$ cat config.mk
export PLATFORM = sky130hd
export DESIGN_NAME = nes_pad_emulator
export DESIGN_NICKNAME = d
export VERILOG_FILES = /design/src/rtl/nes_pad_emulator.sv
export SDC_FILE = /design/constraint.sdc
export NUM_CORES = 1
export LEC_CHECK = 0
export ABC_AREA = 1
export ABC_CLOCK_PERIOD_IN_PS = 3300
export CORE_MARGIN = 1
export CORE_UTILIZATION = 35
export CTS_CLUSTER_SIZE = 16
export DETAILED_ROUTE_END_ITERATION = 16
export PLACE_DENSITY = 0.52
export SLEW_MARGIN = 20
export SYNTH_ARGS = -nofsm -noshare
export SYNTH_HDL_FRONTEND = slang
export SYNTH_SLANG_ARGS = --single-unit
$ cat constraint.sdc
create_clock -name clk -period 3.3 [get_ports clk]
set_input_delay 0.66 -clock clk [delete_from_list [all_inputs] [get_ports clk]]
set_output_delay 0.66 -clock clk [all_outputs]
set_load 0.02 [all_outputs]
$ cat src/rtl/nes_pad_emulator.sv
// Emulates the 4021 shift register inside an NES gamepad.
// Returns an 8-bit button vector, active-low, in response to host latch/nes_clk.
module nes_pad_emulator #(
    parameter int unsigned TIMEOUT_CYCLES = 1000000
) (
    input  logic       clk,
    input  logic       rst,
    input  logic       latch,
    input  logic       nes_clk,
    input  logic [7:0] buttons,
    output logic       data,
    output logic       frame_done,
    output logic       busy,
    output logic [3:0] bit_idx
);

    localparam int unsigned CNT_W   = 20;
    localparam int unsigned SYNC_W  = 3;
    localparam int unsigned NBITS   = 8;

    typedef enum logic [1:0] {
        IDLE  = 2'd0,
        LOAD  = 2'd1,
        SHIFT = 2'd2,
        DONE  = 2'd3
    } state_e;

    state_e             state_q, state_d;
    logic [7:0]         shift_q, shift_d;
    logic [3:0]         idx_q, idx_d;
    logic [CNT_W-1:0]   cnt_q, cnt_d;
    logic               data_q, data_d;
    logic               done_q, done_d;
    logic               busy_q, busy_d;
    logic [SYNC_W-1:0]  latch_sync_q;
    logic [SYNC_W-1:0]  nclk_sync_q;

    logic latch_rise_c, latch_fall_c, nclk_rise_c;

    // Two synchronizer flops, the third holds the previous value for edge detection.
    assign latch_rise_c =  latch_sync_q[1] & ~latch_sync_q[2];
    assign latch_fall_c = ~latch_sync_q[1] &  latch_sync_q[2];
    assign nclk_rise_c  =  nclk_sync_q[1]  & ~nclk_sync_q[2];

    always_comb begin
        state_d = state_q;
        shift_d = shift_q;
        idx_d   = idx_q;
        cnt_d   = cnt_q;
        done_d  = 1'b0;

        // A latch rise aborts whatever is in progress, nes_clk included.
        if (latch_rise_c) begin
            state_d = LOAD;
            shift_d = ~buttons;
            idx_d   = 4'd0;
            cnt_d   = '0;
        end else begin
            case (state_q)
                LOAD: begin
                    idx_d = 4'd0;
                    cnt_d = '0;
                    if (latch_fall_c) begin
                        state_d = SHIFT;
                    end else begin
                        shift_d = ~buttons;
                    end
                end
                SHIFT: begin
                    if (nclk_rise_c) begin
                        shift_d = {1'b1, shift_q[7:1]};
                        idx_d   = idx_q + 4'd1;
                        cnt_d   = '0;
                        if (idx_q == 4'(NBITS - 1)) begin
                            state_d = DONE;
                            done_d  = 1'b1;
                        end
                    end else if (cnt_q == CNT_W'(TIMEOUT_CYCLES - 1)) begin
                        state_d = IDLE;
                        idx_d   = 4'd0;
                        cnt_d   = '0;
                    end else begin
                        cnt_d = cnt_q + CNT_W'(1);
                    end
                end
                default: ;
            endcase
        end

        busy_d = (state_d == LOAD) || (state_d == SHIFT);
        data_d = busy_d ? shift_d[0] : 1'b1;
    end

    always_ff @(posedge clk or posedge rst) begin
        if (rst) begin
            state_q      <= IDLE;
            shift_q      <= 8'hFF;
            idx_q        <= 4'd0;
            cnt_q        <= '0;
            data_q       <= 1'b1;
            done_q       <= 1'b0;
            busy_q       <= 1'b0;
            latch_sync_q <= '0;
            nclk_sync_q  <= '0;
        end else begin
            state_q      <= state_d;
            shift_q      <= shift_d;
            idx_q        <= idx_d;
            cnt_q        <= cnt_d;
            data_q       <= data_d;
            done_q       <= done_d;
            busy_q       <= busy_d;
            latch_sync_q <= {latch_sync_q[SYNC_W-2:0], latch};
            nclk_sync_q  <= {nclk_sync_q[SYNC_W-2:0], nes_clk};
        end
    end

    assign data       = data_q;
    assign frame_done = done_q;
    assign busy       = busy_q;
    assign bit_idx    = idx_q;

endmodule

==> flow_results.xml, run 1 <==
<?xml version="1.0" encoding="UTF-8"?>
<metrics>
  <group name="sta">
    <metric name="maxClockFrequency" unit="MHz">478.9</metric>
    <metric name="period_minus_slack" unit="ns">2.088</metric>
    <metric name="hold_violations" unit="">0</metric>
    <metric name="unrepaired_setup_endpoints_after_global_routing" unit="">no</metric>
    <metric name="setup_viol" unit="">0</metric>
    <metric name="worstMarginPinSlew" unit="ns">0.8700</metric>
    <metric name="worst_slew_margin_rel" unit="%">41.64</metric>
    <metric name="fin_skew" unit="ns">0.01022</metric>
    <metric name="final-max-slew-violation-count" unit="">0</metric>
    <metric name="finalSetupTns" unit="ns">0</metric>
    <metric name="fin_crit_sh" unit="%">63.28</metric>
  </group>
  <group name="grt">
    <metric name="first_global_vias" unit="">1701</metric>
    <metric name="grt_first_pass_wirelength" unit="um">7948</metric>
    <metric name="gr-total-overflow" unit="">0</metric>
    <metric name="grt_antenna_before_repair" unit="">0</metric>
    <metric name="grtUsageTotal" unit="%">15.68</metric>
    <metric name="grt_max_degree" unit="">26</metric>
  </group>
  <group name="floorplanning">
    <metric name="design.die.area" unit="um2">6833</metric>
    <metric name="initial_utilization" unit="%">36.07</metric>
    <metric name="die_x" unit="um">82.66</metric>
    <metric name="design.core.area" unit="um2">6314</metric>
    <metric name="die_height" unit="um">82.66</metric>
    <metric name="top_level_ports" unit="">19</metric>
    <metric name="placementRows" unit="">29</metric>
  </group>
  <group name="clock_network">
    <metric name="clk_pin_slew_worst_paths" unit="ns">0.09</metric>
    <metric name="cts_tree" unit="">done</metric>
    <metric name="post-cts-setup-buffers" unit="">0</metric>
    <metric name="clkLatencyLatePin" unit="ns">0.31</metric>
    <metric name="cts.sinks" unit="">43</metric>
    <metric name="ctsRootBufferMaster" unit="">sky130_fd_sc_hd__clkbuf_8</metric>
    <metric name="cts_resized" unit="">0</metric>
    <metric name="cts_hold_buf" unit="">0</metric>
    <metric name="cts_made_buffers" unit="">5</metric>
    <metric name="htree_num_levels" unit="">2</metric>
    <metric name="clockBufferDepth" unit="">2</metric>
  </group>
  <group name="min_path">
    <metric name="hp-class" unit="">flip-flop to flip-flop</metric>
  </group>
  <group name="pwr">
    <metric name="cell_area_power_density" unit="nW/um2">656.2</metric>
    <metric name="leakagePower" unit="nW">1.155</metric>
    <metric name="max-vdd-ir-drop" unit="mV">0.3980</metric>
  </group>
  <group name="layout">
    <metric name="post_route_cells_drive_above_1_share" unit="%">14.29</metric>
    <metric name="syn2layout_area_growth" unit="%">15.88</metric>
    <metric name="nNetsFinal" unit="">316</metric>
    <metric name="final_cells" unit="">378</metric>
    <metric name="insertedDiodeCount" unit="">0</metric>
  </group>
  <group name="setup_path">
    <metric name="worst-setup-path-type" unit="">flip-flop to output port</metric>
    <metric name="worstSetupEndpointType" unit="">output port</metric>
    <metric name="critPathMaxStageDelay" unit="ns">0.60</metric>
    <metric name="crit_required" unit="ns">2.64</metric>
    <metric name="path_buf_inv" unit="">1</metric>
    <metric name="cpMaxStageDelayCell" unit="">sky130_fd_sc_hd__clkdlybuf4s50_1</metric>
    <metric name="cell_chain_critical_path" unit="">clkdlybuf4s50_1</metric>
    <metric name="critical_path_arrival" unit="ns">1.43</metric>
    <metric name="crit_path_max_fanout" unit="">1</metric>
    <metric name="cp_top_family" unit="">buffers and inverters</metric>
    <metric name="worst_setup_path_start_kind" unit="">flip-flop</metric>
  </group>
  <group name="status">
    <metric name="outcome" unit="">complete, no violations</metric>
  </group>
  <group name="drt">
    <metric name="route.antenna.remaining_nets" unit="">0</metric>
    <metric name="total_drc_errors_in_the_routed_layout" unit="">0</metric>
    <metric name="drt_pre_antenna_iters" unit="">4</metric>
    <metric name="routed_wirelength" unit="um">4760</metric>
    <metric name="vias_per_cell" unit="">4.770</metric>
    <metric name="drt_iter0_markers" unit="">60</metric>
    <metric name="routed-via-count" unit="">1803</metric>
    <metric name="drt-wirelength-per-cell" unit="um">12.59</metric>
  </group>
  <group name="yosys">
    <metric name="yosys.cell_types.count" unit="">35</metric>
    <metric name="yosysWarnings" unit="">0</metric>
    <metric name="post_synthesis_net_count" unit="">292</metric>
    <metric name="post_synthesis_cell_count" unit="">276</metric>
    <metric name="synth.cell_area" unit="um2">2277</metric>
    <metric name="synth.avg_cell_area" unit="um2">8.251</metric>
    <metric name="ys_seq_elements" unit="">43</metric>
    <metric name="ys_seq_area_share" unit="%">47.75</metric>
  </group>
  <group name="flow_run">
    <metric name="max_cap_violations" unit="">0</metric>
  </group>
  <group name="placed_design">
    <metric name="rd_place_congestion" unit="">0.7942</metric>
    <metric name="hpwlAfterDp" unit="um">3459</metric>
    <metric name="port_buffers" unit="">18</metric>
    <metric name="numPlacedInstances" unit="">370</metric>
  </group>
</metrics>
-- cells in the mapped netlist, drive strengths merged --
| cell | n | area, um2 |
|---|---|---|
| nand3 | 16 | 90.09 |
| a211oi | 1 | 7.510 |
| o21a | 4 | 30.03 |
| nor3 | 9 | 50.05 |
| buf | 2 | 16.26 |
| nor3b | 1 | 7.510 |
| o22ai | 2 | 12.51 |
| a22o | 1 | 8.760 |
| a221oi | 1 | 8.760 |
| inv | 40 | 150.1 |
| nor2 | 40 | 195.2 |
| xor2 | 6 | 52.55 |
| o31ai | 1 | 7.510 |
| or2 | 1 | 6.260 |
| o211ai | 1 | 7.510 |
| o21ai | 11 | 55.05 |
| dfstp | 9 | 236.5 |
| dfrtp | 34 | 850.8 |
| xnor2 | 2 | 17.52 |
| nand4 | 3 | 18.77 |
| a21oi | 13 | 65.06 |
| nand3b | 1 | 7.510 |
| o22a | 1 | 8.760 |
| o21bai | 1 | 7.510 |
| a31oi | 8 | 50.05 |
| ha | 4 | 50.05 |
| nand2 | 63 | 259.0 |
-- worst paths after layout --
check                      depth (start not counted)             end            from  slack [ns]
setup / recovery                                   1            data            data        1.21
max in group asynchronous                          3      shift_q[0]             rst        1.82
hold / removal                                     0  nclk_sync_q[1]  nclk_sync_q[0]        0.37
setup reg to reg                                   8      shift_q[7]      state_q[1]        1.34
min in group asynchronous                          2      frame_done             rst        0.72
hold reg to reg                                    0  nclk_sync_q[1]  nclk_sync_q[0]        0.37
-- flip-flops by register name (all words and copies together) (netlist names) --
name and count:
cnt_q 20, shift_q 8, bit_idx 4, latch_sync_q 3, nclk_sync_q 3, state_q 2
busy 1, data 1, frame_done 1
-- metrics by stage --
stage	area, um2	hold WS, ns	utilization [%]	power (mW)	setup WS (ns)
after global placement	2545	0.3365	40.31	1.390	1.369
after floorplan	2277	0.3312	-	1.230	1.652
after detailed placement	2545	0.3403	40.31	1.397	1.352
final	2639	0.3669	41.80	1.731	1.212
after CTS	2639	0.3704	41.80	1.755	1.199
after global routing	2639	0.3759	41.80	1.865	1.155
-- layout by cell type (no fill, tap or decap), types with 5 or more instances in the layout --
master                            synthesis  final
sky130_fd_sc_hd__nand2_1                 58     58
sky130_fd_sc_hd__dfrtp_1                 34     34
sky130_fd_sc_hd__inv_1                   34     33
sky130_fd_sc_hd__nor2_1                  30     30
sky130_fd_sc_hd__clkdlybuf4s50_1          0     18
sky130_fd_sc_hd__nand3_1                 14     14
sky130_fd_sc_hd__a21oi_1                 13     13
sky130_fd_sc_hd__o21ai_0                 11     11
sky130_fd_sc_hd__dfstp_2                  9      9
sky130_fd_sc_hd__nor3_1                   8      8
sky130_fd_sc_hd__a31oi_1                  8      8
sky130_fd_sc_hd__inv_2                    6      6
sky130_fd_sc_hd__nor2_2                   6      6
sky130_fd_sc_hd__xor2_1                   6      6
sky130_fd_sc_hd__clkbuf_8                 0      5
-- per-layer routing --
layer | GRT usage [%] | up-vias | routed length [um] | part of all wire (%)
met5 | 0 | - | 0 | 0
met4 | 5.690 | 0 | 79 | 1.7
met3 | 3.846 | 6 | 149 | 3.1
met2 | 23.77 | 20 | 2132 | 45
met1 | 21.55 | 833 | 2397 | 50
li1 | - | 944 | - | -
-- logic make-up after synthesis --
group                    after synthesis  synth area share (%)
XOR/XNOR                               8                 3.077
AND/OR/NAND/NOR                      134                 27.86
AO/OA/AOI/OAI                         45                 11.81
adder cells (fa/ha/maj)                4                 2.198
buffers and inverters                 42                 7.307
flip-flops                            43                 47.75
-- power breakdown --
part           switching (mW)  total, mW  internal [mW]
registers              0.0446      0.699          0.654
clock network           0.199      0.351          0.151
logic                   0.456      0.682          0.227
-- final cells by class --
type / count / area, um2
multi-input combinational: 191 / 1023
sequential: 43 / 1087
clock buffer: 5 / 68.82
clock inverter: 3 / 25.02
inverter: 40 / 150.1
fill: 678 / 3675
tap: 77 / 96.34
timing repair buffer: 19 / 187.7
No activity file was read; power rests on OpenSTA's default activity.
==> run 2, diff against run 1 <==
- ABC_CLOCK_PERIOD_IN_PS: 3300 -> 1800
- PLACE_DENSITY: 0.52 -> 0.54
- clock period: 3.3 -> 1.8 ns (I/O delays scaled with it)
==> run 2 against run 1 <==
Net effect:
- count of clock-buffer cells in the layout is the same
- hold slack lost 0.0076 ns
- setup slack lost 1.1 ns
- clock skew shrank 0.0054 ns
- flip-flop and latch count is the same
- critical path depth is the same
- clock power grew 74%
- largest cell class unchanged
- sequential power grew 86%
- final area grew 6.5%
- highest routed layer unchanged
- via count grew 1.7%
==> flow_results.xml, run 2 (same netlist as run 1, synthesis figures left out) <==
<?xml version="1.0" encoding="UTF-8"?>
<metrics>
  <group name="status">
    <metric name="outcome" unit="">complete, no violations</metric>
  </group>
  <group name="layout">
    <metric name="post_route_cells_drive_above_1_share" unit="%">20.70</metric>
    <metric name="nNetsFinal" unit="">329</metric>
    <metric name="biggest_register" unit="">cnt_q</metric>
    <metric name="syn2layout_area_growth" unit="%">23.41</metric>
    <metric name="layout.cells.most_common" unit="">sky130_fd_sc_hd__nand2_1</metric>
    <metric name="insertedDiodeCount" unit="">0</metric>
    <metric name="largest_register_ffs" unit="">20</metric>
    <metric name="design_area" unit="um2">2810</metric>
    <metric name="layout.cells.most_common_list" unit="">sky130_fd_sc_hd__nand2_1 (57), sky130_fd_sc_hd__inv_1 (32), sky130_fd_sc_hd__dfrtp_1 (32)</metric>
  </group>
  <group name="setup_path">
    <metric name="path_buf_inv" unit="">1</metric>
    <metric name="worstSetupEndpointType" unit="">output port</metric>
    <metric name="crit_path_max_fanout" unit="">5</metric>
    <metric name="reg2reg_depth" unit="">9</metric>
    <metric name="crit_required" unit="ns">1.44</metric>
    <metric name="cell_chain_critical_path" unit="">clkdlybuf4s50_1</metric>
    <metric name="critPathMaxStageDelay" unit="ns">0.63</metric>
    <metric name="timing.critical_path.depth" unit="">1</metric>
    <metric name="cpMaxStageDelayCell" unit="">sky130_fd_sc_hd__clkdlybuf4s50_1</metric>
    <metric name="cp_top_family" unit="">buffers and inverters</metric>
    <metric name="critical_path_arrival" unit="ns">1.36</metric>
    <metric name="worst-setup-path-type" unit="">flip-flop to output port</metric>
    <metric name="worst_setup_path_start_kind" unit="">flip-flop</metric>
    <metric name="r2r_slack" unit="ns">0.13</metric>
  </group>
  <group name="pwr">
    <metric name="switching_power" unit="mW">1.335</metric>
    <metric name="power.share.switching" unit="%">38.25</metric>
    <metric name="max-vdd-ir-drop" unit="mV">0.5707</metric>
    <metric name="clock_power_share" unit="%">17.5</metric>
    <metric name="power_frac_seq" unit="%">37.3</metric>
    <metric name="leakagePower" unit="nW">1.233</metric>
    <metric name="cell_area_power_density" unit="nW/um2">1242</metric>
    <metric name="power.internal" unit="mW">2.156</metric>
    <metric name="pwr-share-comb" unit="%">45.2</metric>
  </group>
  <group name="sta">
    <metric name="period_minus_slack" unit="ns">1.723</metric>
    <metric name="setup_viol" unit="">0</metric>
    <metric name="maxClockFrequency" unit="MHz">580.3</metric>
    <metric name="finalSetupTns" unit="ns">0</metric>
    <metric name="final-max-slew-violation-count" unit="">0</metric>
    <metric name="fin_skew" unit="ns">0.004849</metric>
    <metric name="worst_slew_margin_rel" unit="%">82.05</metric>
    <metric name="fin_crit_sh" unit="%">95.74</metric>
    <metric name="worstMarginPinSlew" unit="ns">0.2692</metric>
    <metric name="hold_violations" unit="">0</metric>
  </group>
  <group name="placed_design">
    <metric name="rd_place_congestion" unit="">0.8307</metric>
    <metric name="hpwlAfterDp" unit="um">3338</metric>
    <metric name="port_buffers" unit="">18</metric>
    <metric name="postPlaceCellArea" unit="um2">2643</metric>
  </group>
  <group name="floorplanning">
    <metric name="placementRows" unit="">29</metric>
    <metric name="die_height" unit="um">82.66</metric>
    <metric name="initial_utilization" unit="%">36.07</metric>
    <metric name="design.die.area" unit="um2">6833</metric>
    <metric name="top_level_ports" unit="">19</metric>
    <metric name="design.core.area" unit="um2">6314</metric>
    <metric name="die_x" unit="um">82.66</metric>
  </group>
  <group name="clock_network">
    <metric name="cts_tree" unit="">done</metric>
    <metric name="cts.sinks" unit="">43</metric>
    <metric name="clockBufferDepth" unit="">2</metric>
    <metric name="clk_pin_slew_worst_paths" unit="ns">0.09</metric>
    <metric name="htree_num_levels" unit="">2</metric>
    <metric name="cts_hold_buf" unit="">0</metric>
    <metric name="ctsRootBufferMaster" unit="">sky130_fd_sc_hd__clkbuf_8</metric>
    <metric name="cts_made_buffers" unit="">5</metric>
    <metric name="clkLatencyLatePin" unit="ns">0.30</metric>
  </group>
  <group name="drt">
    <metric name="vias_per_cell" unit="">4.691</metric>
    <metric name="route.antenna.remaining_nets" unit="">0</metric>
    <metric name="drt_pre_antenna_iters" unit="">4</metric>
    <metric name="drt-wirelength-per-cell" unit="um">11.89</metric>
    <metric name="routed_wirelength" unit="um">4650</metric>
    <metric name="total_drc_errors_in_the_routed_layout" unit="">0</metric>
    <metric name="routed-via-count" unit="">1834</metric>
    <metric name="drt_iter0_markers" unit="">116</metric>
  </group>
  <group name="grt">
    <metric name="grt_max_degree" unit="">44</metric>
    <metric name="first_global_vias" unit="">1772</metric>
    <metric name="grt_first_pass_wirelength" unit="um">8093</metric>
    <metric name="gr-total-overflow" unit="">0</metric>
    <metric name="grtUsageTotal" unit="%">15.64</metric>
    <metric name="grt_antenna_before_repair" unit="">0</metric>
  </group>
  <group name="min_path">
    <metric name="whs_path_depth" unit="">0</metric>
    <metric name="hp-class" unit="">flip-flop to flip-flop</metric>
  </group>
  <group name="flow_run">
    <metric name="max_cap_violations" unit="">0</metric>
  </group>
</metrics>
## run 2: cell count changes in the layout (fill, tap and decap cells not counted), moves of 2 or more
cell / change
sky130_fd_sc_hd__buf_12: +3
sky130_fd_sc_hd__dfrtp_2: +2
sky130_fd_sc_hd__inv_2: +2
sky130_fd_sc_hd__ha_1: -3
sky130_fd_sc_hd__nand2_2: +2
sky130_fd_sc_hd__dfrtp_1: -2
sky130_fd_sc_hd__clkinv_4: -2
sky130_fd_sc_hd__buf_4: +9
sky130_fd_sc_hd__ha_4: +2
## run 2: path summary, 6_finish.rpt
path	from	to
min	nclk_sync_q[0]	nclk_sync_q[1]
max reg2reg	state_q[0]	cnt_q[10]
min reg2reg	nclk_sync_q[0]	nclk_sync_q[1]
max in group asynchronous	rst	data
max	bit_idx[2]	bit_idx[2]
min in group asynchronous	rst	cnt_q[5]
## run 2: layout make-up
class / instances / area [um2]
clock buffer: 5 / 68.82
tap: 77 / 96.34
clock inverter: 3 / 20.02
multi-input combinational: 192 / 1067
fill: 637 / 3503
timing repair buffer: 31 / 317.8
sequential: 43 / 1090
inverter: 40 / 150.1
## run 2: power by group through the flow
stage,clock [mW],sequential (mW),combinational [mW]
after floorplan,0,1.32,0.938
after global placement,0,1.30,1.47
after detailed placement,0,1.30,1.47
after CTS,0.642,1.28,1.48
after global routing,0.684,1.33,1.78
final,0.612,1.30,1.58
## run 2: routing by layer
layer | share of wire [%] | GRT usage [%] | vias up
met5 | 0 | 0 | -
met2 | 42 | 22.87 | 23
li1 | - | - | 973
met4 | 1.5 | 5.000 | 0
met3 | 3.0 | 2.967 | 7
met1 | 53 | 22.97 | 831
## run 2: timing repair
action,4_1_cts,5_1_grt
setup buffers,0,4
resized for setup,1,12
pin swaps,0,3
gates cloned,0,1
setup endpoints to repair,1,23
## run 2: metrics by stage
stage	std cells	total power [mW]	util, %	setup WS (ns)	hold slack, ns
2_1_floorplan	276	2.256	-	0.2428	0.3312
3_3_place_gp	378	2.763	41.85	0.05108	0.3344
3_5_place_dp	378	2.772	41.85	0.002408	0.3413
4_1_cts	386	3.403	43.34	0.01864	0.3620
5_1_grt	391	3.793	44.51	-0.01722	0.3762
6_report	391	3.491	44.51	0.07673	0.3593
